### src/rtl/vga_frame_scanner.sv
// VGA scan-out engine: pixel-clock divider, h/v timing, framebuffer fetch with 2^SCALE_LOG2 replication.
// Pins lag the scan position by exactly one pixel period; no backpressure, fb_data must arrive 1 cycle after fb_rd.
module vga_frame_scanner #(
   parameter int H_ACTIVE   = 640,
   parameter int H_FP       = 16,
   parameter int H_SYNC     = 96,
   parameter int H_BP       = 48,
   parameter int V_ACTIVE   = 480,
   parameter int V_FP       = 10,
   parameter int V_SYNC     = 2,
   parameter int V_BP       = 33,
   parameter int CLK_DIV    = 2,
   parameter int SCALE_LOG2 = 0,
   parameter int COLOR_BITS = 10,
   parameter int ADDR_W     = 19
) (
   input  logic                    CLOCK_50,
   input  logic                    reset_reset_n,
   input  logic                    enable,
   output logic [ADDR_W-1:0]       fb_addr,
   output logic                    fb_rd,
   input  logic [3*COLOR_BITS-1:0] fb_data,
   output logic [COLOR_BITS-1:0]   VGA_R,
   output logic [COLOR_BITS-1:0]   VGA_G,
   output logic [COLOR_BITS-1:0]   VGA_B,
   output logic                    VGA_HS,
   output logic                    VGA_VS,
   output logic                    VGA_BLANK_N,
   output logic                    VGA_SYNC_N,
   output logic                    VGA_CLK,
   output logic                    frame_start,
   output logic [7:0]              frame_count
);
   localparam int H_TOTAL = H_ACTIVE + H_FP + H_SYNC + H_BP;
   localparam int V_TOTAL = V_ACTIVE + V_FP + V_SYNC + V_BP;
   localparam int HW      = $clog2(H_TOTAL + 1);
   localparam int VW      = $clog2(V_TOTAL + 1);
   localparam int DW      = (CLK_DIV > 2) ? $clog2(CLK_DIV) : 1;
   localparam int PW      = 3 * COLOR_BITS;
   localparam int unsigned H_WORDS = H_ACTIVE >> SCALE_LOG2;

   localparam logic [HW-1:0] H_LAST = HW'(H_TOTAL - 1);
   localparam logic [HW-1:0] H_ACT  = HW'(H_ACTIVE);
   localparam logic [HW-1:0] H_SYN0 = HW'(H_ACTIVE + H_FP);
   localparam logic [HW-1:0] H_SYN1 = HW'(H_ACTIVE + H_FP + H_SYNC);
   localparam logic [VW-1:0] V_LAST = VW'(V_TOTAL - 1);
   localparam logic [VW-1:0] V_ACT  = VW'(V_ACTIVE);
   localparam logic [VW-1:0] V_SYN0 = VW'(V_ACTIVE + V_FP);
   localparam logic [VW-1:0] V_SYN1 = VW'(V_ACTIVE + V_FP + V_SYNC);
   localparam logic [DW-1:0] DIV_LAST = DW'(CLK_DIV - 1);
   localparam logic [DW-1:0] DIV_HALF = DW'(CLK_DIV / 2);

   logic [DW-1:0]     div_q, div_d;
   logic [HW-1:0]     h_q, h_d;
   logic [VW-1:0]     v_q, v_d;
   logic              vclk_q, vclk_d;
   logic              rd_q, rd_d;
   logic              pend_q, pend_d;
   logic [ADDR_W-1:0] addr_q, addr_d;
   logic              act0_q, act0_d, hs0_q, hs0_d, vs0_q, vs0_d;
   logic [PW-1:0]     hold_q, hold_d, pix_q, pix_d;
   logic              hs_q, hs_d, vs_q, vs_d, blank_n_q, blank_n_d;
   logic              fs_q, fs_d;
   logic [7:0]        fc_q, fc_d;

   logic              tick, active_c;
   logic [ADDR_W-1:0] addr_c;
   logic [PW-1:0]     pix_src;

   assign tick     = enable && (div_q == DIV_LAST);
   assign active_c = (h_q < H_ACT) && (v_q < V_ACT);
   assign addr_c   = ADDR_W'(32'(v_q >> SCALE_LOG2) * H_WORDS + 32'(h_q >> SCALE_LOG2));
   // With CLK_DIV = 2 the read data lands on the same edge as the stage-1 tick, so bypass the hold register.
   assign pix_src  = pend_q ? fb_data : hold_q;

   always_comb begin
      div_d     = div_q;
      h_d       = h_q;
      v_d       = v_q;
      vclk_d    = vclk_q;
      rd_d      = 1'b0;
      pend_d    = rd_q;
      addr_d    = addr_q;
      act0_d    = act0_q;
      hs0_d     = hs0_q;
      vs0_d     = vs0_q;
      hold_d    = hold_q;
      pix_d     = pix_q;
      hs_d      = hs_q;
      vs_d      = vs_q;
      blank_n_d = blank_n_q;
      fs_d      = 1'b0;
      fc_d      = fc_q;
      if (!enable) begin
         div_d     = '0;
         h_d       = '0;
         v_d       = '0;
         vclk_d    = 1'b0;
         pend_d    = 1'b0;
         addr_d    = '0;
         act0_d    = 1'b0;
         hs0_d     = 1'b1;
         vs0_d     = 1'b1;
         pix_d     = '0;
         hs_d      = 1'b1;
         vs_d      = 1'b1;
         blank_n_d = 1'b0;
         fc_d      = 8'd0;
      end else begin
         vclk_d = (div_q >= DIV_HALF);
         if (pend_q) hold_d = fb_data;
         if (tick) begin
            div_d = '0;
            if (h_q == H_LAST) begin
               h_d = '0;
               v_d = (v_q == V_LAST) ? '0 : v_q + VW'(1);
            end else begin
               h_d = h_q + HW'(1);
            end
            act0_d    = active_c;
            hs0_d     = !((h_q >= H_SYN0) && (h_q < H_SYN1));
            vs0_d     = !((v_q >= V_SYN0) && (v_q < V_SYN1));
            rd_d      = active_c;
            addr_d    = addr_c;
            hs_d      = hs0_q;
            vs_d      = vs0_q;
            blank_n_d = act0_q;
            pix_d     = act0_q ? pix_src : '0;
            if ((h_q == '0) && (v_q == '0)) begin
               fs_d = 1'b1;
               fc_d = fc_q + 8'd1;
            end
         end else begin
            div_d = div_q + DW'(1);
         end
      end
   end

   always_ff @(posedge CLOCK_50 or negedge reset_reset_n) begin
      if (!reset_reset_n) begin
         div_q     <= '0;
         h_q       <= '0;
         v_q       <= '0;
         vclk_q    <= 1'b0;
         rd_q      <= 1'b0;
         pend_q    <= 1'b0;
         addr_q    <= '0;
         act0_q    <= 1'b0;
         hs0_q     <= 1'b1;
         vs0_q     <= 1'b1;
         hold_q    <= '0;
         pix_q     <= '0;
         hs_q      <= 1'b1;
         vs_q      <= 1'b1;
         blank_n_q <= 1'b0;
         fs_q      <= 1'b0;
         fc_q      <= 8'd0;
      end else begin
         div_q     <= div_d;
         h_q       <= h_d;
         v_q       <= v_d;
         vclk_q    <= vclk_d;
         rd_q      <= rd_d;
         pend_q    <= pend_d;
         addr_q    <= addr_d;
         act0_q    <= act0_d;
         hs0_q     <= hs0_d;
         vs0_q     <= vs0_d;
         hold_q    <= hold_d;
         pix_q     <= pix_d;
         hs_q      <= hs_d;
         vs_q      <= vs_d;
         blank_n_q <= blank_n_d;
         fs_q      <= fs_d;
         fc_q      <= fc_d;
      end
   end

   always @(posedge CLOCK_50) begin
      assert (CLK_DIV >= 2) else $error("vga_frame_scanner: CLK_DIV must be 2 or more");
   end

   assign fb_addr     = addr_q;
   assign fb_rd       = rd_q;
   assign VGA_R       = pix_q[PW-1:2*COLOR_BITS];
   assign VGA_G       = pix_q[2*COLOR_BITS-1:COLOR_BITS];
   assign VGA_B       = pix_q[COLOR_BITS-1:0];
   assign VGA_HS      = hs_q;
   assign VGA_VS      = vs_q;
   assign VGA_BLANK_N = blank_n_q;
   assign VGA_SYNC_N  = 1'b0;
   assign VGA_CLK     = vclk_q;
   assign frame_start = fs_q;
   assign frame_count = fc_q;
endmodule

### config.mk
export PLATFORM = sky130hd
export DESIGN_NAME = vga_frame_scanner
export DESIGN_NICKNAME = d
export VERILOG_FILES = /design/src/rtl/vga_frame_scanner.sv
export SDC_FILE = /design/constraint.sdc
export NUM_CORES = 1
export LEC_CHECK = 0
export ABC_AREA = 1
export CELL_PAD_IN_SITES_DETAIL_PLACEMENT = 0
export CELL_PAD_IN_SITES_GLOBAL_PLACEMENT = 1
export CORE_UTILIZATION = 30
export DETAILED_ROUTE_END_ITERATION = 7
export PLACE_DENSITY_LB_ADDON = 0.15
export SLEW_MARGIN = 20
export SYNTH_ARGS = -nofsm -noshare
export SYNTH_HDL_FRONTEND = slang
export SYNTH_SLANG_ARGS = --single-unit
### constraint.sdc
create_clock -name CLOCK_50 -period 2.4 [get_ports CLOCK_50]
set_input_delay 0.6 -clock CLOCK_50 [delete_from_list [all_inputs] [get_ports CLOCK_50]]
set_output_delay 0.6 -clock CLOCK_50 [all_outputs]
set_load 0.02 [all_outputs]
==> results of run 1 <==
## power groups by stage
stage               Sequential, mW  Combinational, mW  Clock (mW)
floorplan                     2.27              0.300           0
global placement              2.24              0.607           0
detailed placement            2.25              0.613           0
CTS                           2.21              0.617        2.69
global route                  2.23              0.688        2.77
finish                        2.21              0.605        2.62
## metrics by stage
| stage | hold slack [ns] | area (um^2) | worst slack, ns |
|---|---|---|---|
| after floorplan | 0.304 | 5940 | 0.0958 |
| after global placement | 0.452 | 7290 | 0.0880 |
| after detailed placement | 0.463 | 7290 | 0.0334 |
| after CTS | 0.301 | 7900 | 0.0194 |
| after global routing | 0.300 | 7930 | 0.00759 |
| final | 0.253 | 7930 | 0.142 |
## cell type report
type	instances	area (um^2)	share of cell area (%)
tap	265	332	4.18
multi-input combinational	466	2670	33.6
inverter	56	210	2.65
clock inverter	12	151	1.91
clock buffer	20	457	5.76
sequential	118	2960	37.3
timing repair buffer	116	1160	14.6
## worst paths after layout
check | depth (start not counted) | endpoint | slack (ns)
max | 10 | fb_addr[18] | 0.14
min | 2 | pix_q[5] | 0.25
max reg2reg | 10 | fb_addr[18] | 0.14
min reg2reg | 2 | pend_q | 0.47
max in group asynchronous | 2 | fb_rd | 1.63
min in group CLOCK_50 | 2 | pend_q | 0.47
## synth_stat cells (9+ instances only)
library cell  instances  share of area, %
inv_1                47               3.0
nand3_1              25               2.1
a21oi_1              15               1.3
inv_2                 9              0.57
mux2i_1              30               5.1
ha_1                 24               5.1
nor3_1               14               1.2
o21ai_0              90               7.6
nor2_1               31               2.0
dfrtp_1             114                48
clkbuf_1             14              0.88
nand2_1             174                11
## flip-flops by register name, indices dropped and copies added, names as in the netlist
signal,count
hs0_q,1
hold_q,30
VGA_BLANK_N,1
pend_q,1
h_q,10
v_q,10
VGA_CLK,1
frame_start,1
div_q,1
vs0_q,1
VGA_HS,1
act0_q,1
fb_addr,19
pix_q,30
frame_count,8
VGA_VS,1
fb_rd,1
## kinds of logic (layout without fill, tap and decap cells)
kind of cell               count (synthesis)  in the layout  synth area share, %
AOI/OAI and AO/OA                        128            128                 12.0
xor gates and xnor gates                   8              8                 1.18
adders and majority gates                 26             26                 5.73
buffers and inverters                     82            204                 5.86
DFF                                      118            118                 49.8
muxes                                     30             30                 5.06
other                                      1              1               0.0632
and+or+nand+nor                          273            273                 20.3
## per-layer routing
layer / global-route usage [%] / up-vias / share of wire, % / wire, um
li1: - / 2432 / - / -
met1: 20.7 / 2321 / 49 / 7290
met4: 5.38 / 0 / 1.2 / 185
met5: 0 / - / 0 / 0
met2: 24.9 / 113 / 46 / 6800
met3: 3.86 / 22 / 4.4 / 659
## repair_timing
action,CTS,global route
hold buffers,0,0
setup endpoints to repair,0,5
endpoints found under the hold margin,0,0
resized for setup,0,8
## worst max-delay path, delay by kind of cell (launching register included)
family / cells / cell delay (ns)
compound gates: 1 / 0.14
flops: 1 / 0.38
simple gates: 6 / 0.55
fa+ha+maj: 3 / 1.09
==> PnR_summary.wiki, run 1 <==
{| class="wikitable"
! Metric !! Value
|-
| Worst stage delay on the critical path || 0.56 ns
|-
| Vias in the first global route || between 4000 and 5000
|-
| Internal power || roughly 4.1 mW
|-
| Clock slew at reported path FFs || 0.06 ns
|-
| Final slew viol count || 0
|-
| Result of the run || complete, no violations
|-
| Core area || between 15000 and 20000 um^2
|-
| Cell-by-cell listing of the critical path || ha_1 > ha_1 > fa_2 > nand2_1 > a21oi_2 > nand3_2 > nor2_4 > nand3_1 > nand3_1 > nand2_1
|-
| Clk Latency, worst-skew pair || 0.42 ns
|-
| Mapped cell area || 5940 um^2
|-
| DIE AREA || about 20000 um^2
|-
| Predominant post-synthesis flop cell || dfrtp_1
|-
| CP max FO || 3
|-
| DR pass1 iterations || 5
|-
| Count of pins on the block boundary || slightly below 100
|-
| Transition at the pin with the smallest max-transition slack || about 0.71 ns
|-
| Buffers added on ports || 95
|-
| Pin count of the biggest net entering global routing || between 100 and 150
|-
| Util after Layout || roughly two fifths
|-
| Antenna violations before repair || 0
|-
| Tmin final || around 2.3 ns
|-
| Number of warnings reported in the yosys synthesis log || 0
|-
| Flip-flop and latch count after synthesis || 118
|-
| Post-layout nets || ~830
|-
| Worst setup path startpoint || v_q[1]
|-
| Width of the die || around 140 um
|-
| Total clock buffers created by CTS || 17
|-
| Number of synthesized flops with an enable pin || 0
|-
| Sequential share of the synthesized area || roughly 50%
|-
| Number of vias per cell after detailed routing || roughly 4.6
|-
| Class of the tightest hold or removal check || primary input to async pin
|-
| Cell Rows || between 50 and 60
|-
| Number of distinct standard cells referenced by the synthesized netlist || between 40 and 50
|-
| Half-perimeter wire length after placement || roughly 10000 um
|-
| Worst VDD drop || 0.483 mV
|-
| Final count of negative-setup-slack endpoints || 0
|-
| Net Sw Power || 1.36 mW
|-
| Global route total overflow || 0
|-
| Initial Utilization || 30.5%
|-
| Relative contribution of the clock network to total power || roughly 48%
|-
| Clock tree from TritonCTS || built
|-
| Startpoint of the worst-slack reg-to-reg timing path || v_q[1]
|-
| Share of power burned in combinational logic || 11.1%
|-
| Part of the cycle the worst path needs || 94.1%
|-
| Part of the total power dissipated in sequential elements || around two fifths
|-
| Most common cell after layout, fill and taps aside || nand2_1
|-
| Total leakage power || around 3.5 nW
|-
| RSZ-0062 raised after global routing || false
|-
| Gate Count Post-Synth || about 670
|-
| Synthesized area per cell || approximately 8.9 um^2
|-
| H-tree Lvls || 4
|-
| FILL cells || between 1500 and 2000
|-
| Avg WL per Cell || 14.2 um
|-
| Net Sw Frac || between 20% and 30%
|-
| Post-CTS Setup Repair Bufs || 0
|-
| Power density relative to cell area || 686 nW/um^2
|-
| Overall Global Routing Usage || between 15 and 20%
|-
| Final hold vios || 0
|-
| CTS root buf || clkbuf_16
|-
| Number of max-capacitance violations reported || 0
|-
| Via Count || approximately 4900
|-
| Cell count after placement || 1021
|-
| Post-route setup TNS || 0 ns
|-
| Largest clock skew in the final design || about 0.0063 ns
|-
| Slowest cell on the critical path || fa_2
|-
| Count of routing violations after the opening detailed-route iteration || 277
|-
| Critical path type || register to register
|-
| Bufs on Longest Clock Path || 2
|-
| Total DRC errors in the routed layout || 0
|-
| Asr flop ratio synth || 100%
|-
| Max-Slew Margin vs Limit || about half
|-
| Number of routed nets with antenna violations || 0
|-
| Final GP Congestion || between 0.7 and 0.8
|-
| DIE HEIGHT || 143 um
|-
| Worst Path Arrival || 2.56 ns
|-
| # clock sinks || roughly 120
|-
| Total detailed-routing wirelength || 14900 um
|-
| Critical Path End Type || register
|-
| Inserted Diodes || 0
|-
| Leading cell types in the layout, fill and taps excluded || nand2_1 (174), dfrtp_1 (114), clkdlybuf4s50_1 (94)
|-
| Share of layout cells above drive strength 1 || about an eighth
|-
| Required @ worst endpoint || 2.70 ns
|-
| Total nets after synthesis || 725
|-
| Wire length of the first global-routing pass || 24500 um
|-
| Final std cells w/o fill || approximately 1100
|-
| Sort of element at the start of the critical path || register
|-
| Achievable frequency || 443 MHz
|-
| Layout-stage area growth over the synthesis result || 33.5%
|-
| Sum of internal, switching and leakage power || between 5 and 6 mW
|}
Note: power is estimated with default switching activity, not from simulation.
==> inputs of run 2 (changes only) <==
--- a/config.mk
+++ b/config.mk
@@ -10,7 +10,7 @@
 export CELL_PAD_IN_SITES_GLOBAL_PLACEMENT = 1
 export CORE_UTILIZATION = 30
 export DETAILED_ROUTE_END_ITERATION = 7
-export PLACE_DENSITY_LB_ADDON = 0.15
+export PLACE_DENSITY = 0.7
 export SLEW_MARGIN = 20
 export SYNTH_ARGS = -nofsm -noshare
 export SYNTH_HDL_FRONTEND = slang
==> run 2 against run 1 <==
- maximum frequency is 0.23% lower
- critical path type unchanged
- highest routed layer unchanged
- combinational power is 0.7% higher
- clock power is 6% higher
- via count is 1.7% lower
- critical path depth stayed put
- setup slack worse by 0.0053 ns
- largest cell class unchanged
- register-to-register slack hardly changed
==> PnR_summary.wiki, run 2 (synthesis gave the netlist of run 1 again) <==
{| class="wikitable"
! Metric !! Value
|-
| Result of the run || complete, no violations
|-
| Power density relative to cell area || 700 nW/um^2 (+2.1%)
|-
| CTS root buf || clkbuf_16
|-
| Via Count || 4805 (-1.7%)
|-
| Width of the die || 143 um (unchanged)
|-
| Required @ worst endpoint || 2.71 ns (about the same)
|-
| Cell Rows || 51 (unchanged)
|-
| Cell count after placement || 1022 (+0.098%)
|-
| Total detailed-routing wirelength || 14700 um (-1.5%)
|-
| Part of the cycle the worst path needs || 94.3% (+0.22 points)
|-
| Final GP Congestion || 0.776 (+1.7%)
|-
| Largest clock skew in the final design || 0.0142 ns (+0.00786 ns)
|-
| Global route total overflow || 0 (unchanged)
|-
| Class of the tightest hold or removal check || primary input to async pin
|-
| Vias in the first global route || 4610 (-4.3%)
|-
| Final slew viol count || 0 (unchanged)
|-
| Max-Slew Margin vs Limit || 54.4% (+2.5 points)
|-
| Post-CTS Setup Repair Bufs || 0 (unchanged)
|-
| Transition at the pin with the smallest max-transition slack || 0.678 ns (-0.0365 ns)
|-
| Hold Buf Count CTS || 0 (unchanged)
|-
| DIE HEIGHT || 143 um (unchanged)
|-
| Most common cell after layout, fill and taps aside || nand2_1
|-
| Final count of negative-setup-slack endpoints || 0 (unchanged)
|-
| Critical path type || register to register
|-
| Tmin final || 2.26 ns (+0.00529 ns)
|-
| Antenna violations before repair || 0 (unchanged)
|-
| Leading cell types in the layout, fill and taps excluded || nand2_1 (174), dfrtp_1 (113), clkdlybuf4s50_1 (94)
|-
| Total leakage power || 3.56 nW (+0.79%)
|-
| # clock sinks || 118 (unchanged)
|-
| Number of max-capacitance violations reported || 0 (unchanged)
|-
| Buffers added on ports || 95 (unchanged)
|-
| Critical Path End Type || register
|-
| H-tree Lvls || 4 (unchanged)
|-
| Bufs on Longest Clock Path || 2 (unchanged)
|-
| Total DRC errors in the routed layout || 0 (unchanged)
|-
| Post-layout nets || 835 (+0.12%)
|-
| Inserted Diodes || 0 (unchanged)
|-
| DR pass1 iterations || 5 (unchanged)
|-
| Wire length of the first global-routing pass || 24100 um (-1.7%)
|-
| Sort of element at the start of the critical path || register
|-
| Clk Latency, worst-skew pair || 0.42 ns (about the same)
|-
| Overall Global Routing Usage || 15.4% (-0.27 points)
|-
| Achievable frequency || 442 MHz (-0.23%)
|-
| Layout-stage area growth over the synthesis result || 34.8%
|-
| Worst VDD drop || 0.422 mV (-13%)
|-
| Share of layout cells above drive strength 1 || 12.4% (+0.36 points)
|-
| Count of pins on the block boundary || 97 (unchanged)
|-
| Number of instances resized during post-cts repair || 0 (unchanged)
|-
| Clock slew at reported path FFs || 0.06 ns (about the same)
|-
| Initial Utilization || 30.5% (unchanged)
|-
| Count of routing violations after the opening detailed-route iteration || 270 (-2.5%)
|-
| DIE AREA || 20400 um^2 (unchanged)
|-
| Pin count of the biggest net entering global routing || 53 (-55%)
|-
| Avg WL per Cell || 14.0 um (-1.6%)
|-
| Final std cells w/o fill || 1054 (+0.095%)
|-
| Number of vias per cell after detailed routing || 4.56 (-1.8%)
|-
| Half-perimeter wire length after placement || 10500 um (+3.3%)
|-
| Number of routed nets with antenna violations || 0 (unchanged)
|-
| CP max FO || 3 (unchanged)
|-
| Worst slack on hold paths || 0.125 ns (-0.128 ns)
|-
| Core area || 19500 um^2 (unchanged)
|-
| Clock tree from TritonCTS || built
|-
| Final hold vios || 0 (unchanged)
|-
| Total clock buffers created by CTS || 17 (unchanged)
|-
| Worst Path Arrival || 2.57 ns (about the same)
|}
[run 2: cell count changes in the layout (fill, tap and decap cells not counted), moves of 2 or more]
| cell | previous run | this run |
|---|---|---|
| clkbuf_8 | 2 | 0 |
| inv_8 | 0 | 2 |
| buf_12 | 4 | 6 |
| inv_6 | 1 | 5 |
| clkinv_2 | 4 | 1 |
[run 2: area by class of cell]
type | count | area, um^2
Fill cell | 1918 | 11500
Sequential cell | 118 | 2960
Multi-Input combinational cell | 466 | 2670
Timing Repair Buffer | 117 | 1190
Clock buffer | 17 | 425
Tap cell | 265 | 332
Clock inverter | 15 | 216
Inverter | 56 | 210
[run 2: final timing paths]
check	startpoint	endpoint	slack, ns	depth (start not counted)
worst max-delay path	v_q[3]	fb_addr[18]	0.14	10
worst min-delay path	reset_reset_n	pix_q[17]	0.12	1
worst max register to register	v_q[3]	fb_addr[18]	0.14	10
worst min register to register	fb_rd	pend_q	0.47	2
max in group asynchronous	reset_reset_n	vs0_q	1.61	2
min in group CLOCK_50	fb_rd	pend_q	0.47	2
[run 2: through the flow]
step	setup slack (ns)	TNS (ns)	power, mW	area (um^2)	util [%]
5_1_grt	-0.00355	-0.00355	5.85	8010	41.1
6_report	0.136	0	5.61	8010	41.1
4_1_cts	0.0193	0	5.67	7960	40.9
3_3_place_gp	0.0864	0	2.86	7320	37.6
2_1_floorplan	0.0958	0	2.57	5940	-
3_5_place_dp	0.0103	0	2.87	7320	37.6
[run 2: routing by layer]
| layer | wire, um | global-route usage, % |
|---|---|---|
| met1 | 7210 | 21.0 |
| met2 | 6790 | 23.8 |
| met3 | 526 | 3.32 |
| met4 | 195 | 5.77 |
| met5 | 0 | 0 |
[run 2: report_power, final]
part	switching (mW)	leakage (nW)	internal [mW]
combinational	0.350	1.65	0.259
sequential	0.0860	1.60	2.13
clock	1.01	0.313	1.77
total	1.45	3.56	4.16
[run 2: worst max-delay path, stage by stage, from the launching register on]
cell	delay (ns)
dfrtp_1	0.37
ha_1	0.30
ha_2	0.19
fa_2	0.59
nand2_1	0.06
a21oi_2	0.16
nand3_2	0.15
nor2_4	0.13
nand3_2	0.06
nand3_1	0.08
nand2_1	0.05
==> inputs of run 3 (changes only) <==
==> constraint.sdc (replaced) <==
create_clock -name CLOCK_50 -period 1.8 [get_ports CLOCK_50]
set_input_delay 0.45 -clock CLOCK_50 [delete_from_list [all_inputs] [get_ports CLOCK_50]]
set_output_delay 0.45 -clock CLOCK_50 [all_outputs]
set_load 0.02 [all_outputs]
==> run 3 against run 2 <==
- the flow now finishes with violations (setup timing)
- wire length up 1.3%
- sequential power up 33%
- maximum frequency up 4.4%
- die area unchanged
- cell area up 6.7%
- critical path depth unchanged
- clock power up 13%
==> PnR_summary.wiki, run 3 (synthesis gave the netlist of run 1 again) <==
{| class="wikitable"
! Metric !! Value
|-
| Worst Path Arrival || 2.47 ns (-0.10 ns)
|-
| Cell Rows || 51 (unchanged)
|-
| # clock sinks || 118 (unchanged)
|-
| DIE HEIGHT || 143 um (unchanged)
|-
| Critical Path End Type || register
|-
| Highest signal layer in the routed design || met4
|-
| DIE AREA || 20400 um^2 (unchanged)
|-
| Startpoint of the worst-slack reg-to-reg timing path || v_q[1]
|-
| Util after Layout || 43.9% (+2.8 points)
|-
| Final std cells w/o fill || 1115 (+5.8%)
|-
| Via Count || 5028 (+4.6%)
|-
| Worst VDD drop || 0.596 mV (+41%)
|-
| Count of pins on the block boundary || 97 (unchanged)
|-
| Leading cell types in the layout, fill and taps excluded || nand2_1 (166), dfrtp_1 (111), o21ai_0 (83)
|-
| Core area || 19500 um^2 (unchanged)
|-
| Post-layout worst setup margin || -0.367 ns (-0.504 ns)
|-
| Buffers added on ports || 95 (unchanged)
|-
| Transition at the pin with the smallest max-transition slack || 0.583 ns (-0.0956 ns)
|-
| Power density relative to cell area || 825 nW/um^2 (+18%)
|-
| Clk Latency, worst-skew pair || 0.42 ns (about the same)
|-
| Width of the die || 143 um (unchanged)
|-
| Class of the tightest hold or removal check || primary input to async pin
|-
| CP max FO || 3 (unchanged)
|-
| Number of routed nets with antenna violations || 0 (unchanged)
|-
| Number of vias per cell after detailed routing || 4.51 (-1.1%)
|-
| Sum of internal, switching and leakage power || 7.05 mW (+26%)
|-
| R2R Setup Slk || -0.37 ns (-0.50 ns)
|-
| Max-Slew Margin vs Limit || 60.7% (+6.3 points)
|-
| Global route total overflow || 0 (unchanged)
|-
| Most common cell after layout, fill and taps aside || nand2_1
|-
| Met1 wire length || 7110 um (-1.4%)
|-
| Routed length on met2 || 7080 um (+4.4%)
|-
| Final hold vios || 0 (unchanged)
|-
| Worst reg2reg path endpoint || fb_addr[18]
|-
| RSZ-0062 raised after global routing || true
|-
| Post-layout nets || 897 (+7.4%)
|-
| Clock slew at reported path FFs || 0.06 ns (about the same)
|-
| Number of max-capacitance violations reported || 0 (unchanged)
|-
| Avg WL per Cell || 13.4 um (-4.3%)
|-
| DR pass1 iterations || 5 (unchanged)
|-
| Tmin final || 2.17 ns (-0.0960 ns)
|-
| Area of all placed cells without fillers || 8540 um^2 (+6.7%)
|-
| Failing checks || setup timing
|-
| Total detailed-routing wirelength || 14900 um (+1.3%)
|-
| Vias in the first global route || 4855 (+5.3%)
|-
| Cell count after placement || 1072 (+4.9%)
|-
| Layout-stage area growth over the synthesis result || 43.8%
|-
| Part of the cycle the worst path needs || 120% (+26 points)
|-
| Met3 layer wire length in the routed design || 524 um (-0.38%)
|-
| Total leakage power || 4.13 nW (+16%)
|-
| Critical path type || register to register
|-
| Clock tree from TritonCTS || built
|-
| Bufs on Longest Clock Path || 2 (unchanged)
|-
| Cell depth of the worst flop-to-flop path || 10 (unchanged)
|-
| Required @ worst endpoint || 2.10 ns (-0.61 ns)
|-
| Total DRC errors in the routed layout || 0 (unchanged)
|-
| Pin count of the biggest net entering global routing || 49 (-7.5%)
|-
| Total clock buffers created by CTS || 17 (unchanged)
|-
| Initial Utilization || 30.5% (unchanged)
|-
| Antenna violations before repair || 0 (unchanged)
|-
| Achievable frequency || 461 MHz (+4.4%)
|-
| Half-perimeter wire length after placement || 10900 um (+4.0%)
|-
| Inserted Diodes || 0 (unchanged)
|-
| Sort of element at the start of the critical path || register
|-
| Result of the run || finished, violations left
|-
| Wire length of the first global-routing pass || 24900 um (+3.3%)
|-
| H-tree Lvls || 4 (unchanged)
|-
| Final GP Congestion || 0.803 (+3.4%)
|-
| Largest clock skew in the final design || 0.0143 ns (+0.000152 ns)
|-
| Final count of negative-setup-slack endpoints || 16 (+16)
|-
| Final slew viol count || 0 (unchanged)
|-
| Area after DPL || 7770 um^2 (+6.2%)
|-
| CTS root buf || clkbuf_16
|-
| Count of routing violations after the opening detailed-route iteration || 278 (+3.0%)
|-
| Share of layout cells above drive strength 1 || 22.0% (+9.6 points)
|-
| Overall Global Routing Usage || 15.7% (+0.33 points)
|}
## run 3: per-stage QoR
stage	setup slack, ns	TNS (ns)	hold WS, ns
finish	-0.367	-3.04	0.444
global route	-0.485	-4.85	0.452
CTS	-0.372	-2.87	0.438
detailed placement	-0.419	-7.99	0.336
global placement	-0.355	-7.04	0.333
floorplan	-0.317	-1.51	0.154
## run 3: report_power, final
| group | leakage (nW) | internal [mW] | switching, mW |
|---|---|---|---|
| clock network | 0.265 | 1.92 | 1.21 |
| registers | 1.59 | 2.84 | 0.115 |
| logic | 2.27 | 0.448 | 0.514 |
## run 3: worst max-delay path by stage
| stage | start | endpoint | slack (ns) |
|---|---|---|---|
| floorplan | v_q[3] | fb_addr[18] | -0.32 |
| global placement | v_q[3] | fb_addr[18] | -0.35 |
| detailed placement | v_q[3] | fb_addr[18] | -0.42 |
| global route | v_q[1] | fb_addr[17] | -0.49 |
| finish | v_q[1] | fb_addr[18] | -0.37 |
| CTS | v_q[1] | fb_addr[18] | -0.37 |
## run 3: repair_timing
item                                   CTS  global route
hold buffers                             1             0
setup endpoints to repair               78            27
pin swaps                                9            11
resized for setup                       90            23
endpoints found under the hold margin   12             0
buffers inserted                         6             6
## run 3: area by class of cell
| cell class | instances | area [um^2] |
|---|---|---|
| Fill cell | 1932 | 10900 |
| Sequential cell | 118 | 2960 |
| Multi-Input combinational cell | 466 | 2820 |
| Timing Repair Buffer | 179 | 1660 |
| Clock buffer | 19 | 443 |
| Tap cell | 265 | 332 |
| Inverter | 56 | 218 |
| Clock inverter | 12 | 108 |
## run 3: critical path, cell delays in order (launching register included)
cell	delay, ns
dfrtp_2	0.43
ha_4	0.25
ha_4	0.16
fa_2	0.53
nand2_2	0.06
a21oi_4	0.13
nand3_2	0.12
nor2_2	0.16
nand3_1	0.08
nand3_1	0.09
nand2_1	0.05
## run 3: metal layers
metal  vias up  GRT usage, %
met1      2353          21.2
met5         -             0
met4         0          5.09
met2        86          24.9
met3        13          3.35
li1       2576             -
